`config.mk`:
```
export PLATFORM = sky130hd
export DESIGN_NAME = mult_hilo_unit_flat
export DESIGN_NICKNAME = d
export VERILOG_FILES = /design/src/rtl/mult_hilo_unit_pkg.sv /design/src/rtl/mult_hilo_unit_if.sv /design/src/rtl/mult_hilo_unit_step.sv /design/src/rtl/mult_hilo_unit.sv /design/src/flat_wrapper.sv
export SDC_FILE = /design/constraint.sdc
export NUM_CORES = 1
export LEC_CHECK = 0
export ABC_CLOCK_PERIOD_IN_PS = 4200
export CORE_ASPECT_RATIO = 2
export CORE_MARGIN = 4
export CORE_UTILIZATION = 38
export CTS_CLUSTER_SIZE = 8
export DETAILED_ROUTE_END_ITERATION = 6
export PLACE_DENSITY = 0.58
export SLEW_MARGIN = 10
export SYNTH_ARGS = -nofsm -noshare
export SYNTH_HDL_FRONTEND = slang
export SYNTH_SLANG_ARGS = --single-unit
export TNS_END_PERCENT = 50
```
`constraint.sdc`:
```
create_clock -name clk -period 4.2 [get_ports clk]
set_input_delay 0.84 -clock clk [delete_from_list [all_inputs] [get_ports clk]]
set_output_delay 0.84 -clock clk [all_outputs]
set_load 0.005 [all_outputs]
```
`src/rtl/mult_hilo_unit_pkg.sv`:
```
// Shared constants for the EX-stage multiplier: ALU control codes, FSM encoding, step count.
// Build option: MULT_RADIX4_EN selects the 2-bits-per-step datapath.
package mult_hilo_unit_pkg;

  localparam logic [5:0] ALU_AND   = 6'h00;
  localparam logic [5:0] ALU_OR    = 6'h01;
  localparam logic [5:0] ALU_ADD   = 6'h02;
  localparam logic [5:0] ALU_SUB   = 6'h06;
  localparam logic [5:0] ALU_SLT   = 6'h07;
  localparam logic [5:0] ALU_MULTU = 6'h13;

  typedef enum logic [1:0] {
    ST_IDLE = 2'd0,
    ST_RUN  = 2'd1,
    ST_DONE = 2'd2
  } mult_state_e;

`ifdef MULT_RADIX4_EN
  localparam int MULT_BITS_PER_STEP = 2;
`else
  localparam int MULT_BITS_PER_STEP = 1;
`endif

  localparam int MULT_STEPS = 32 / MULT_BITS_PER_STEP;

  function automatic int mult_steps(input int width);
    return width / MULT_BITS_PER_STEP;
  endfunction

endpackage

```
`src/rtl/mult_hilo_unit_if.sv`:
```
// EX-stage bus between the pipeline (master) and the HI/LO multiplier (slave).
interface mult_hilo_if #(parameter int WIDTH = 32);
  logic [5:0]       ALUctrl;
  logic             start;
  logic [WIDTH-1:0] opA;
  logic [WIDTH-1:0] opB;
  logic             mfhi;
  logic             mflo;
  logic [WIDTH-1:0] result;
  logic             stall;
  logic             busy;
  logic             done;

  modport master (
    output ALUctrl, start, opA, opB, mfhi, mflo,
    input  result, stall, busy, done
  );

  modport slave (
    input  ALUctrl, start, opA, opB, mfhi, mflo,
    output result, stall, busy, done
  );
endinterface

```
`src/rtl/mult_hilo_unit_step.sv`:
```
// One combinational add-and-shift iteration of the multiplier.
// MULT_RADIX4_EN: consume two multiplier bits per step using a precomputed 3A.
module mult_step #(
  parameter int WIDTH = 32
) (
  input  logic [WIDTH-1:0] acc_hi,
  input  logic [WIDTH-1:0] acc_lo,
  input  logic [WIDTH-1:0] a,
`ifdef MULT_RADIX4_EN
  input  logic [WIDTH+1:0] a3,
`endif
  output logic [WIDTH-1:0] nxt_hi,
  output logic [WIDTH-1:0] nxt_lo
);

`ifdef MULT_RADIX4_EN
  logic [WIDTH+1:0] addend;
  logic [WIDTH+1:0] sum;

  always_comb begin
    addend = '0;
    case (acc_lo[1:0])
      2'd1:    addend = {2'b00, a};
      2'd2:    addend = {1'b0, a, 1'b0};
      2'd3:    addend = a3;
      default: addend = '0;
    endcase
    sum = {2'b00, acc_hi} + addend;
  end

  // acc_hi < 2^W and addend <= 3A, so the sum always fits in W+2 bits
  assign {nxt_hi, nxt_lo} = {sum, acc_lo[WIDTH-1:2]};
`else
  logic [WIDTH:0] sum;

  always_comb begin
    sum = {1'b0, acc_hi} + (acc_lo[0] ? {1'b0, a} : '0);
  end

  assign {nxt_hi, nxt_lo} = {sum, acc_lo[WIDTH-1:1]};
`endif

endmodule

```
`src/rtl/mult_hilo_unit.sv`:
```
// Iterative unsigned multiplier with architectural HI/LO, stalling dependent HI/LO accesses.
// Build option: MULT_RADIX4_EN halves the step count (see mult_step).
module mult_hilo_unit
  import mult_hilo_unit_pkg::*;
#(
  parameter int WIDTH = 32
) (
  input  logic        clk,
  input  logic        reset,
  mult_hilo_if.slave  bus
);

  localparam int STEPS = mult_steps(WIDTH);
  localparam int CNT_W = $clog2(STEPS);
  localparam logic [CNT_W-1:0] CNT_LAST = CNT_W'(STEPS - 1);

  mult_state_e      state_q, state_d;
  logic [WIDTH-1:0] a_q, a_d;
  logic [WIDTH-1:0] acc_hi_q, acc_hi_d;
  logic [WIDTH-1:0] acc_lo_q, acc_lo_d;
  logic [CNT_W-1:0] cnt_q, cnt_d;
  logic [WIDTH-1:0] hi_q, hi_d;
  logic [WIDTH-1:0] lo_q, lo_d;
`ifdef MULT_RADIX4_EN
  logic [WIDTH+1:0] a3_q, a3_d;
`endif

  logic [WIDTH-1:0] step_hi, step_lo;
  logic             launch;
  logic             last_step;

  assign launch    = bus.start && (bus.ALUctrl == ALU_MULTU);
  assign last_step = (cnt_q == CNT_LAST);

  mult_step #(.WIDTH(WIDTH)) u_step (
    .acc_hi (acc_hi_q),
    .acc_lo (acc_lo_q),
    .a      (a_q),
`ifdef MULT_RADIX4_EN
    .a3     (a3_q),
`endif
    .nxt_hi (step_hi),
    .nxt_lo (step_lo)
  );

  // state register
  always_ff @(posedge clk) begin
    if (reset) state_q <= ST_IDLE;
    else       state_q <= state_d;
  end

  // next-state logic
  always_comb begin
    state_d = state_q;
    case (state_q)
      ST_IDLE, ST_DONE: state_d = launch ? ST_RUN : ST_IDLE;
      ST_RUN:           state_d = last_step ? ST_DONE : ST_RUN;
      default:          state_d = ST_IDLE;
    endcase
  end

  // datapath next values
  always_comb begin
    a_d      = a_q;
    acc_hi_d = acc_hi_q;
    acc_lo_d = acc_lo_q;
    cnt_d    = cnt_q;
    hi_d     = hi_q;
    lo_d     = lo_q;
`ifdef MULT_RADIX4_EN
    a3_d     = a3_q;
`endif
    if (state_q == ST_RUN) begin
      acc_hi_d = step_hi;
      acc_lo_d = step_lo;
      if (last_step) begin
        hi_d = step_hi;
        lo_d = step_lo;
      end else begin
        cnt_d = cnt_q + 1'b1;
      end
    end else if (launch) begin
      a_d      = bus.opA;
      acc_hi_d = '0;
      acc_lo_d = bus.opB;
      cnt_d    = '0;
`ifdef MULT_RADIX4_EN
      a3_d     = {2'b00, bus.opA} + {1'b0, bus.opA, 1'b0};
`endif
    end
  end

  always_ff @(posedge clk) begin
    if (reset) begin
      a_q      <= '0;
      acc_hi_q <= '0;
      acc_lo_q <= '0;
      cnt_q    <= '0;
      hi_q     <= '0;
      lo_q     <= '0;
`ifdef MULT_RADIX4_EN
      a3_q     <= '0;
`endif
    end else begin
      a_q      <= a_d;
      acc_hi_q <= acc_hi_d;
      acc_lo_q <= acc_lo_d;
      cnt_q    <= cnt_d;
      hi_q     <= hi_d;
      lo_q     <= lo_d;
`ifdef MULT_RADIX4_EN
      a3_q     <= a3_d;
`endif
    end
  end

  // outputs: a launch seen in RUN is held off until the DONE cycle
  always_comb begin
    bus.busy   = (state_q == ST_RUN);
    bus.done   = (state_q == ST_DONE);
    bus.stall  = (state_q == ST_RUN) && (bus.mfhi || bus.mflo || launch);
    bus.result = bus.mfhi ? hi_q : (bus.mflo ? lo_q : '0);
  end

endmodule

```
`src/flat_wrapper.sv`:
```
// flat-port wrapper written by rule: the top's interface ports become plain ports
module mult_hilo_unit_flat import mult_hilo_unit_pkg::*;
#(
  parameter int WIDTH = 32
)
  (clk, reset, bus_ALUctrl, bus_start, bus_opA, bus_opB, bus_mfhi, bus_mflo, bus_result, bus_stall, bus_busy, bus_done);
  mult_hilo_if #(.WIDTH(WIDTH)) bus_i ();
  input  logic clk;
  input  logic reset;
  input wire logic [$bits(bus_i.ALUctrl)-1:0] bus_ALUctrl;
  input wire logic [$bits(bus_i.start)-1:0] bus_start;
  input wire logic [$bits(bus_i.opA)-1:0] bus_opA;
  input wire logic [$bits(bus_i.opB)-1:0] bus_opB;
  input wire logic [$bits(bus_i.mfhi)-1:0] bus_mfhi;
  input wire logic [$bits(bus_i.mflo)-1:0] bus_mflo;
  output wire logic [$bits(bus_i.result)-1:0] bus_result;
  output wire logic [$bits(bus_i.stall)-1:0] bus_stall;
  output wire logic [$bits(bus_i.busy)-1:0] bus_busy;
  output wire logic [$bits(bus_i.done)-1:0] bus_done;
  assign bus_i.ALUctrl = bus_ALUctrl;
  assign bus_i.start = bus_start;
  assign bus_i.opA = bus_opA;
  assign bus_i.opB = bus_opB;
  assign bus_i.mfhi = bus_mfhi;
  assign bus_i.mflo = bus_mflo;
  assign bus_result = bus_i.result;
  assign bus_stall = bus_i.stall;
  assign bus_busy = bus_i.busy;
  assign bus_done = bus_i.done;
  mult_hilo_unit #(.WIDTH(WIDTH)) u_core (.clk(clk), .reset(reset), .bus(bus_i));
endmodule
```
Yosys cells after proc, flatten, opt, wreduce, memory -nomap -nowiden
Cells that the tools add are included.
{"block": "totals", "reg_bits": 167, "in_bits": 75, "output_inout_bits": 35, "word_cells": 38}
{"block": "op_classes", "n_addsub": 2, "n_eq_ne": 5, "muxes": 13, "n_bitwise": 1, "n_reduce_logical": 10}
{"op": "$mux W32", "n": 7}
{"op": "$add A32 B33 Y33", "n": 1}
{"op": "$mux W5", "n": 3}
{"op": "$eq A6 B5 Y1 const B", "n": 1}
{"op": "$reduce_and A2 Y1", "n": 3}
{"op": "$add A5 B1 Y5 const B", "n": 1}
{"op": "$eq A5 B5 Y1 const B", "n": 1}
{"op": "$pmux W2 S2", "n": 1}
{"op": "$eq A2 B1 Y1 const B", "n": 1}
{"op": "$eq A2 B2 Y1 const B", "n": 1}
{"op": "$logic_and A1 B1 Y1", "n": 2}
{"op": "$logic_not A2 Y1", "n": 1}
{"op": "$logic_or A1 B1 Y1", "n": 2}
{"op": "$mux W2", "n": 1}
{"op": "$ne A2 B2 Y1 const B", "n": 1}
{"op": "$reduce_bool A2 Y1", "n": 1}
{"op": "$reduce_or A2 Y1", "n": 1}
{"op": "$mux W1", "n": 1}
{"op": "$not A1 Y1", "n": 1}

Longest topological paths before layout
{"block": "logic_depth", "depth_word": 4, "depth_mapped": 14, "depth_no_buf": 13}

By module
A second synthesis with hierarchy kept.
{"block": "unflattened", "hier_cells": 1237, "hier_area_um2": 9352.7}
{"mod": "mult_hilo_unit", "n_inst": 1, "cells_each": 916, "area_each_um2": 7130.6, "seq_area_each_um2": 3343.2}
{"mod": "mult_step", "n_inst": 1, "cells_each": 321, "area_each_um2": 2222.1, "seq_area_each_um2": 0.0}

Worst setup path before layout
No wires, ideal clock.
{"block": "synth_timing", "path_kind": "register to register", "from": "register u_core.acc_lo_q[0]", "to": "register u_core.acc_hi_q[27]", "setup_ns": 0.117, "t_arrival_ns": 3.018, "required_time_ns": 4.083, "slack_ns": 1.064, "stages_incl_launch_ff": 15, "n_path_buf": 1, "period_less_slack_ns": 3.136, "cell_sequence": "dfxtp_1 clkbuf_1 and2_1 ha_1 inv_1 fa_1 and2b_1 o21ai_1 a21o_1 a2111o_1 a21oi_2 o311ai_4 a21oi_1 mux2i_1 nand2_1"}
{"block": "synth_between", "elab_chain_cells": 3}
{"element": "from (decl)", "line": "mult_hilo_unit.sv:20", "source": "logic [WIDTH-1:0] acc_lo_q, acc_lo_d;"}
{"element": "from (signal assigned)", "line": "mult_hilo_unit.sv:107", "source": "acc_lo_q <= acc_lo_d;"}
{"element": "$mux W32", "line": "mult_hilo_unit_step.sv:37", "source": "sum = {1'b0, acc_hi} + (acc_lo[0] ? {1'b0, a} : '0);"}
{"element": "$add A32 B33 Y33", "line": "mult_hilo_unit_step.sv:37"}
{"element": "$mux W32", "line": "mult_hilo_unit.sv:73", "source": "if (state_q == ST_RUN) begin"}
{"element": "to (signal assigned)", "line": "mult_hilo_unit.sv:106", "source": "acc_hi_q <= acc_hi_d;"}
{"element": "to (decl)", "line": "mult_hilo_unit.sv:19", "source": "logic [WIDTH-1:0] acc_hi_q, acc_hi_d;"}
Every way passes these cells.
A chain may end at the register's enable or synchronous reset.

Final worst setup path
{"block": "layout_timing", "from": "input port bus_mflo", "to": "output port bus_result[1]"}
{"block": "layout_between", "elab_chain_cells": 2}
{"element": "from (decl)", "line": "flat_wrapper.sv:15", "source": "input wire logic [$bits(bus_i.mflo)-1:0] bus_mflo;"}
{"element": "$mux W32 (2 in a row)", "line": "mult_hilo_unit.sv:122", "source": "bus.result = bus.mfhi ? hi_q : (bus.mflo ? lo_q : '0);"}
{"element": "to (decl)", "line": "flat_wrapper.sv:16", "source": "output wire logic [$bits(bus_i.result)-1:0] bus_result;"}
Every way passes these cells.

==> metrics <==
measured slew at the worst slew-check pin 0.719 ns; worst skew pair latency 0.43 ns; minimum clock period 3.54 ns; worst-case vdd ir drop between 0.0002 and 0.00025 V; cts repair resizes 0; worst r2r dst u_core.acc_hi_q[27]; Initial Utilization 38.6%; initial antenna violation count 0; core area roughly 0.022 mm²; Die W 114 µm; RSZ-0062 raised after global routing false; max layer used met4; die area about 0.025 mm²; Detailed Place HPWL 17,800 µm; antenna viol nets, final 0; Area Growth Syn to Fin 21.4%; outcome finished, final reports clean; Hold Buf Count CTS 0; n_diodes 0; Final Hold Fails 0; Syn Nets around 1,300; Mapped Cells 1,166; pin count of the biggest net entering global routing between 60 and 70; number of global-route vias before repair approximately 8,000; maxcap violations 0; first drt pass iteration count 5; R2R setup slack 0.95 ns; post-route setup TNS 0 ns; Worst Reg-to-Reg Cells 13; Mapped Area 0.00855 mm²; share of post-route cells with drive strength above 1 4.61%; hold_ws 0.445 ns; num rows 77; Hold Path Origin u_core.acc_hi_q[24]; Post-synth EDFFs 0; TritonCTS buffer count 17; PortBufs 109; Clock Sinks between 150 and 200; Pwr Total 3.27 mW; CP required 3.36 ns; Max Buffers Root-to-Sink 2; metal2 WL 13,300 µm; routed length on met3 751 µm; Clock Skews approximately 0.0093 ns; Worst Path Arrival approximately 2.7 ns; Fillers 2,274; first-pass GRT wire length 40,600 µm; Pwr Density 316 mW/mm²; Crit. End Element primary output; critical path startpoint category primary input; Min-Delay Path Class reg -> reg; FFs w/ async S/R, synth 0%; setup slack after layout approximately 0.66 ns; 1st-iter DRT viols 306; syn avg cell area ~7.3 µm²; Max Fclk 0.282 GHz; clock-pin slew on the worst setup and hold paths 0.06 ns; Final Cycle Share 84.3%; hold endpoint u_core.acc_hi_q[24]; Final Max Slew Viols 0; maximum fanout along the worst path 33; reg2reg start u_core.acc_lo_q[0]; drt total wl 24,800 µm; met1 WL 10,200 µm; leak pwr 3.76 nW; CTS Root Cell clkbuf_16; H-tree depth 4; Synth Register Bits 167; DRC Markers 0; CTS tree yes; routed length per instance between 15 and 20 µm; Final nets 1,336; Vias 8,064; Die H 220 µm; grt total ovfl 0; endpoints failing setup 0; Slew HR a little over half; crit path kind in -> out; setup bufs post-CTS 0; Hold Crit Depth 2; DR vias/cell around 5.3; RD Place Congestion 0.936; Netlist cell types 56; Synthesis Warnings 0; main flop type after synthesis dfxtp_1; Seq/Total Area, Yosys 39.1%; I/O pin cnt 110; worst slack at placement approximately 0.6 ns; Total GRT Usage 20.1%
==> how the worst max path moves through the flow <==
stage / to / slack (ns) / startpoint
3_5_place_dp: bus_result[1] / 0.60 / bus_mflo
2_1_floorplan: u_core.acc_hi_q[27] / 1.06 / u_core.acc_lo_q[0]
5_1_grt: bus_result[1] / 0.56 / bus_mflo
4_1_cts: bus_result[1] / 0.60 / bus_mflo
6_report: bus_result[1] / 0.66 / bus_mflo
3_3_place_gp: bus_result[1] / 0.62 / bus_mflo
==> layer usage <==
metal,vias to the layer above,track usage (%)
met1,3770,23.4
met3,35,2.61
met4,0,7.57
met2,163,36.9
li1,4096,-
met5,-,0
==> cell families after synthesis <==
logic type	share of synthesized area (%)
adder cells (fa/ha/maj)	5.21
XOR/XNOR	2.56
AND/OR/NAND/NOR	26.3
multiplexers	0.351
flip-flops	39.1
buffers and inverters	4.32
AO/OA/AOI/OAI	22.2
==> flip-flops by register name (all words and copies together) (netlist names) <==
signal           cells
u_core.a_q          32
u_core.acc_hi_q     32
u_core.acc_lo_q     32
u_core.hi_q         32
u_core.lo_q         32
u_core.cnt_q         5
u_core.state_q       2
==> layout by cell type, fill, tap and decap left out, types with 4 or more instances in the layout <==
cell / Yosys / routed
nor3_1: 8 / 8
ha_1: 34 / 34
a211oi_1: 8 / 8
clkdlybuf4s50_1: 0 / 107
o21ai_0: 69 / 69
nand2_1: 350 / 349
o21bai_1: 4 / 4
nand2b_1: 9 / 8
nand3_1: 22 / 22
dfxtp_1: 167 / 167
a22o_1: 7 / 7
xnor2_1: 14 / 14
nand4_1: 8 / 8
a21o_1: 18 / 18
xor2_1: 11 / 11
clkbuf_16: 0 / 17
o21ai_1: 4 / 4
inv_1: 12 / 12
and3_1: 5 / 5
a31oi_1: 7 / 7
a311oi_1: 36 / 36
o211ai_1: 6 / 6
nor2b_1: 5 / 5
buf_4: 0 / 17
a21oi_1: 130 / 130
nor2_1: 73 / 72
and2_1: 34 / 33
==> layout make-up <==
| type | instances | area (µm²) | share of cell area [%] |
|---|---|---|---|
| multi-input combinational | 901 | 4840 | 46.7 |
| timing repair buffer | 126 | 1220 | 11.8 |
| clock buffer | 22 | 474 | 4.57 |
| sequential | 167 | 3340 | 32.2 |
| clock inverter | 8 | 98.8 | 0.952 |
| inverter | 13 | 48.8 | 0.470 |
| tap | 276 | 345 | 3.33 |
==> cells in the mapped netlist (2+ instances only) <==
cell,number,area share (%)
nand2_1,350,15
a22o_1,7,0.72
a21oi_1,130,7.6
and3_1,5,0.37
mux2i_1,3,0.35
nand4_1,8,0.59
nor2b_1,5,0.37
nand4b_1,2,0.20
a211oi_1,8,0.70
xnor2_1,14,1.4
o21ai_0,69,4.0
xor2_1,11,1.1
a32o_1,2,0.23
and2_1,34,2.5
nor2_1,73,3.2
o31ai_1,2,0.18
o21ai_1,4,0.23
dfxtp_1,167,39
nand3_1,22,1.3
nor3_1,8,0.47
a31oi_1,7,0.51
o21bai_1,4,0.35
a22oi_1,3,0.26
o211ai_1,6,0.53
buf_1,7,0.31
and4_1,2,0.20
o21a_1,3,0.26
clkbuf_1,77,3.4
inv_1,12,0.53
a311oi_1,36,3.7
ha_1,34,5.0
nand2b_1,9,0.66
nand3b_1,2,0.18
a21o_1,18,1.6
==> worst max-delay path, stage by stage <==
cell,delay (ns)
clkdlybuf4s50_1,0.45
buf_4,0.35
nand2_1,0.09
o21ai_0,0.38
clkdlybuf4s50_1,0.59
==> per-stage QoR <==
| stage | cells | utilization (%) | area [µm²] |
|---|---|---|---|
| 2_1_floorplan | 1166 | - | 8550 |
| 3_3_place_gp | 1483 | 44.3 | 9810 |
| 3_5_place_dp | 1483 | 44.3 | 9810 |
| 4_1_cts | 1513 | 46.8 | 10400 |
| 5_1_grt | 1513 | 46.8 | 10400 |
| 6_report | 1513 | 46.8 | 10400 |
==> power breakdown <==
part           internal (mW)  switching, mW  leakage, nW
clock                  0.914          0.632        0.278
sequential              1.59        0.00400         1.34
combinational         0.0715         0.0647         2.14
No activity file was read; power rests on OpenSTA's default activity.
==> patch (same settings) <==
`WIDTH` is set to 32 in 4 places; all go to 16.
--- a/src/rtl/mult_hilo_unit_if.sv
+++ b/src/rtl/mult_hilo_unit_if.sv
@@ -1,5 +1,5 @@
 // EX-stage bus between the pipeline (master) and the HI/LO multiplier (slave).
-interface mult_hilo_if #(parameter int WIDTH = 32);
+interface mult_hilo_if #(parameter int WIDTH = 16);
   logic [5:0]       ALUctrl;
   logic             start;
   logic [WIDTH-1:0] opA;
--- a/src/rtl/mult_hilo_unit_step.sv
+++ b/src/rtl/mult_hilo_unit_step.sv
@@ -1,7 +1,7 @@
 // One combinational add-and-shift iteration of the multiplier.
 // MULT_RADIX4_EN: consume two multiplier bits per step using a precomputed 3A.
 module mult_step #(
-  parameter int WIDTH = 32
+  parameter int WIDTH = 16
 ) (
   input  logic [WIDTH-1:0] acc_hi,
   input  logic [WIDTH-1:0] acc_lo,
--- a/src/rtl/mult_hilo_unit.sv
+++ b/src/rtl/mult_hilo_unit.sv
@@ -3,7 +3,7 @@
 module mult_hilo_unit
   import mult_hilo_unit_pkg::*;
 #(
-  parameter int WIDTH = 32
+  parameter int WIDTH = 16
 ) (
   input  logic        clk,
   input  logic        reset,
--- a/src/flat_wrapper.sv
+++ b/src/flat_wrapper.sv
@@ -1,7 +1,7 @@
 // flat-port wrapper written by rule: the top's interface ports become plain ports
 module mult_hilo_unit_flat import mult_hilo_unit_pkg::*;
 #(
-  parameter int WIDTH = 32
+  parameter int WIDTH = 16
 )
   (clk, reset, bus_ALUctrl, bus_start, bus_opA, bus_opB, bus_mfhi, bus_mflo, bus_result, bus_stall, bus_busy, bus_done);
   mult_hilo_if #(.WIDTH(WIDTH)) bus_i ();
Interface: changed (resized bus_opA, bus_opB and bus_result); port bits go from 110 to 62. The function was not compared with the original's and may differ.
==> patch against the unedited design <==
- total power shrank 50%
- setup slack better by 130 ps
- synthesized area shrank 50%
- first-iteration DRC count decreased by 48%
- sequential cell count decreased by 81
- non-clock buffer count down 58
- register-to-register slack improved by 430 ps
- cell area shrank 50%
- clock skew hardly changed
- routed wire length is 55% lower
- largest cell class unchanged
==> patch: results (changes against the unedited design) <==
clocking:
  clk_latency_ps: 340  # -90 ps
  cts_max_path_buffers: 2  # unchanged
  clk_transition_reported_paths_ps: 60  # about the same
  numCtsBuffers: 9  # -8
  htreeDepth: 3  # -1
  post_cts_resized: 0  # unchanged
  post_cts_buffers: 0  # unchanged
critical_path:
  crit_fanout: 17  # -48%
  r2r_setup_slack_ps: 1380  # +430 ps
  r2r_start: "u_core.acc_lo_q[0]"
  r2r-end: "u_core.acc_hi_q[15]"
  worstPathArrival_ps: 2580  # -120 ps
  ff2ff_path_depth: 9  # -4
min_path:
  hold_end: "u_core.a_q[9]"
  hold_depth: 2  # unchanged
  min-delay-start: "u_core.a_q[9]"
logic_synthesis:
  syn-num-nets: 623  # -51%
  yosys-top-cells-area: "dfxtp_1 (40%), nand2_1 (15%), a21oi_1 (6.6%)"
  yosysWarnings: 0  # unchanged
  ys_seq_area_share_pct: 40.5  # +1.4 points
  synth_cell_type_count: 55  # -1.8%
  synthArstFlopShare_pct: 0  # unchanged
  synthTopCellsByCount: "nand2_1 (166), dfxtp_1 (86), a21oi_1 (56), nor2_1 (36), clkbuf_1 (28)"
power:
  power.leakage_nw: 1.88  # -50%
  vdd_drop_max_uv: 223  # -4.7%
drt:
  via_per_inst: 5.18  # -2.8%
  wire_per_inst_microns: 14.8  # -9.9%
  dr.pass1.iters: 4  # -1
  drt_iter0_drc: 158  # -48%
finish:
  drive_above_1_share_pct: 5.40  # +0.79 points
  diodes: 0  # unchanged
  layout.nets: 667  # -50%
run_status:
  outcome: "completed"
global_route:
  met3_usage_pct: 3.19  # +0.58 points
  use_met1_pct: 19.3  # -4.1 points
  grt.met2_usage_pct: 34.7  # -2.1 points
  antenna_found_initial: 0  # unchanged
  grt_pass1_vias: 3913  # -51%
  grt_pass1_wl_microns: 18400  # -55%
  grt_max_degree: 48  # -27%
  track_usage_pct: 18.3  # -1.8 points
place:
  dp.final_hpwl_microns: 8300  # -53%
  globalplace.congestion: 0.857  # -8.5%
  numPortBuffers: 61  # -44%
  place_area_sq_um: 4930  # -50%
timing:
  fin_skew_ps: 8.81  # -0.489 ps
  tightest_slew_ps: 954  # +235 ps
==> patch: where the power goes <==
| group | total, mW | internal (mW) | switching, mW |
|---|---|---|---|
| clock | 0.736 | 0.401 | 0.335 |
| sequential | 0.821 | 0.818 | 0.00245 |
| combinational | 0.0721 | 0.0400 | 0.0322 |
==> patch: logic make-up after synthesis <==
family,share of synthesized area (%)
fa+ha+maj,5.47
simple gates,28.1
flops,40.5
compound gates,18.7
buf+inv,4.15
xor+xnor,3.09
==> patch: layer usage <==
layer,part of all wire [%],vias up,wire (microns)
met1,39,1808,4380
met2,55,61,6140
met3,3.2,15,356
met4,2.0,0,226
li1,-,2005,-
met5,0,-,0
==> patch: stage by stage <==
step           instances  hold WS (ps)  power [mW]  setup slack (ps)
3_5_place_dp         735           444       0.912               752
3_3_place_gp         735           438       0.912               805
4_1_cts              751           453        1.66               747
5_1_grt              751           467        1.69               608
2_1_floorplan        562           425       0.864              1640
6_report             751           451        1.63               784
==> patch: worst max-delay path, cell delays in order <==
cell and delay (ps):
clkdlybuf4s50_1 900, nand2_1 100, o21ai_0 190, clkdlybuf4s50_1 530
==> patch: worst max path at each step <==
stage                endpoint  slack [ps]  depth (start not counted)
6_report        bus_result[9]         780                          4
5_1_grt        bus_result[14]         610                          4
4_1_cts        bus_result[13]         750                          4
3_5_place_dp   bus_result[13]         750                          4
3_3_place_gp        bus_stall         800                          4
2_1_floorplan       bus_stall        1640                          4
==> patch: layout make-up <==
type | count | area [sq um]
Clock buffer | 9 | 225
Clock inverter | 7 | 50.0
Fill cell | 1164 | 5740
Inverter | 6 | 22.5
Multi-Input combinational cell | 435 | 2360
Sequential cell | 86 | 1720
Tap cell | 140 | 175
Timing Repair Buffer | 68 | 658
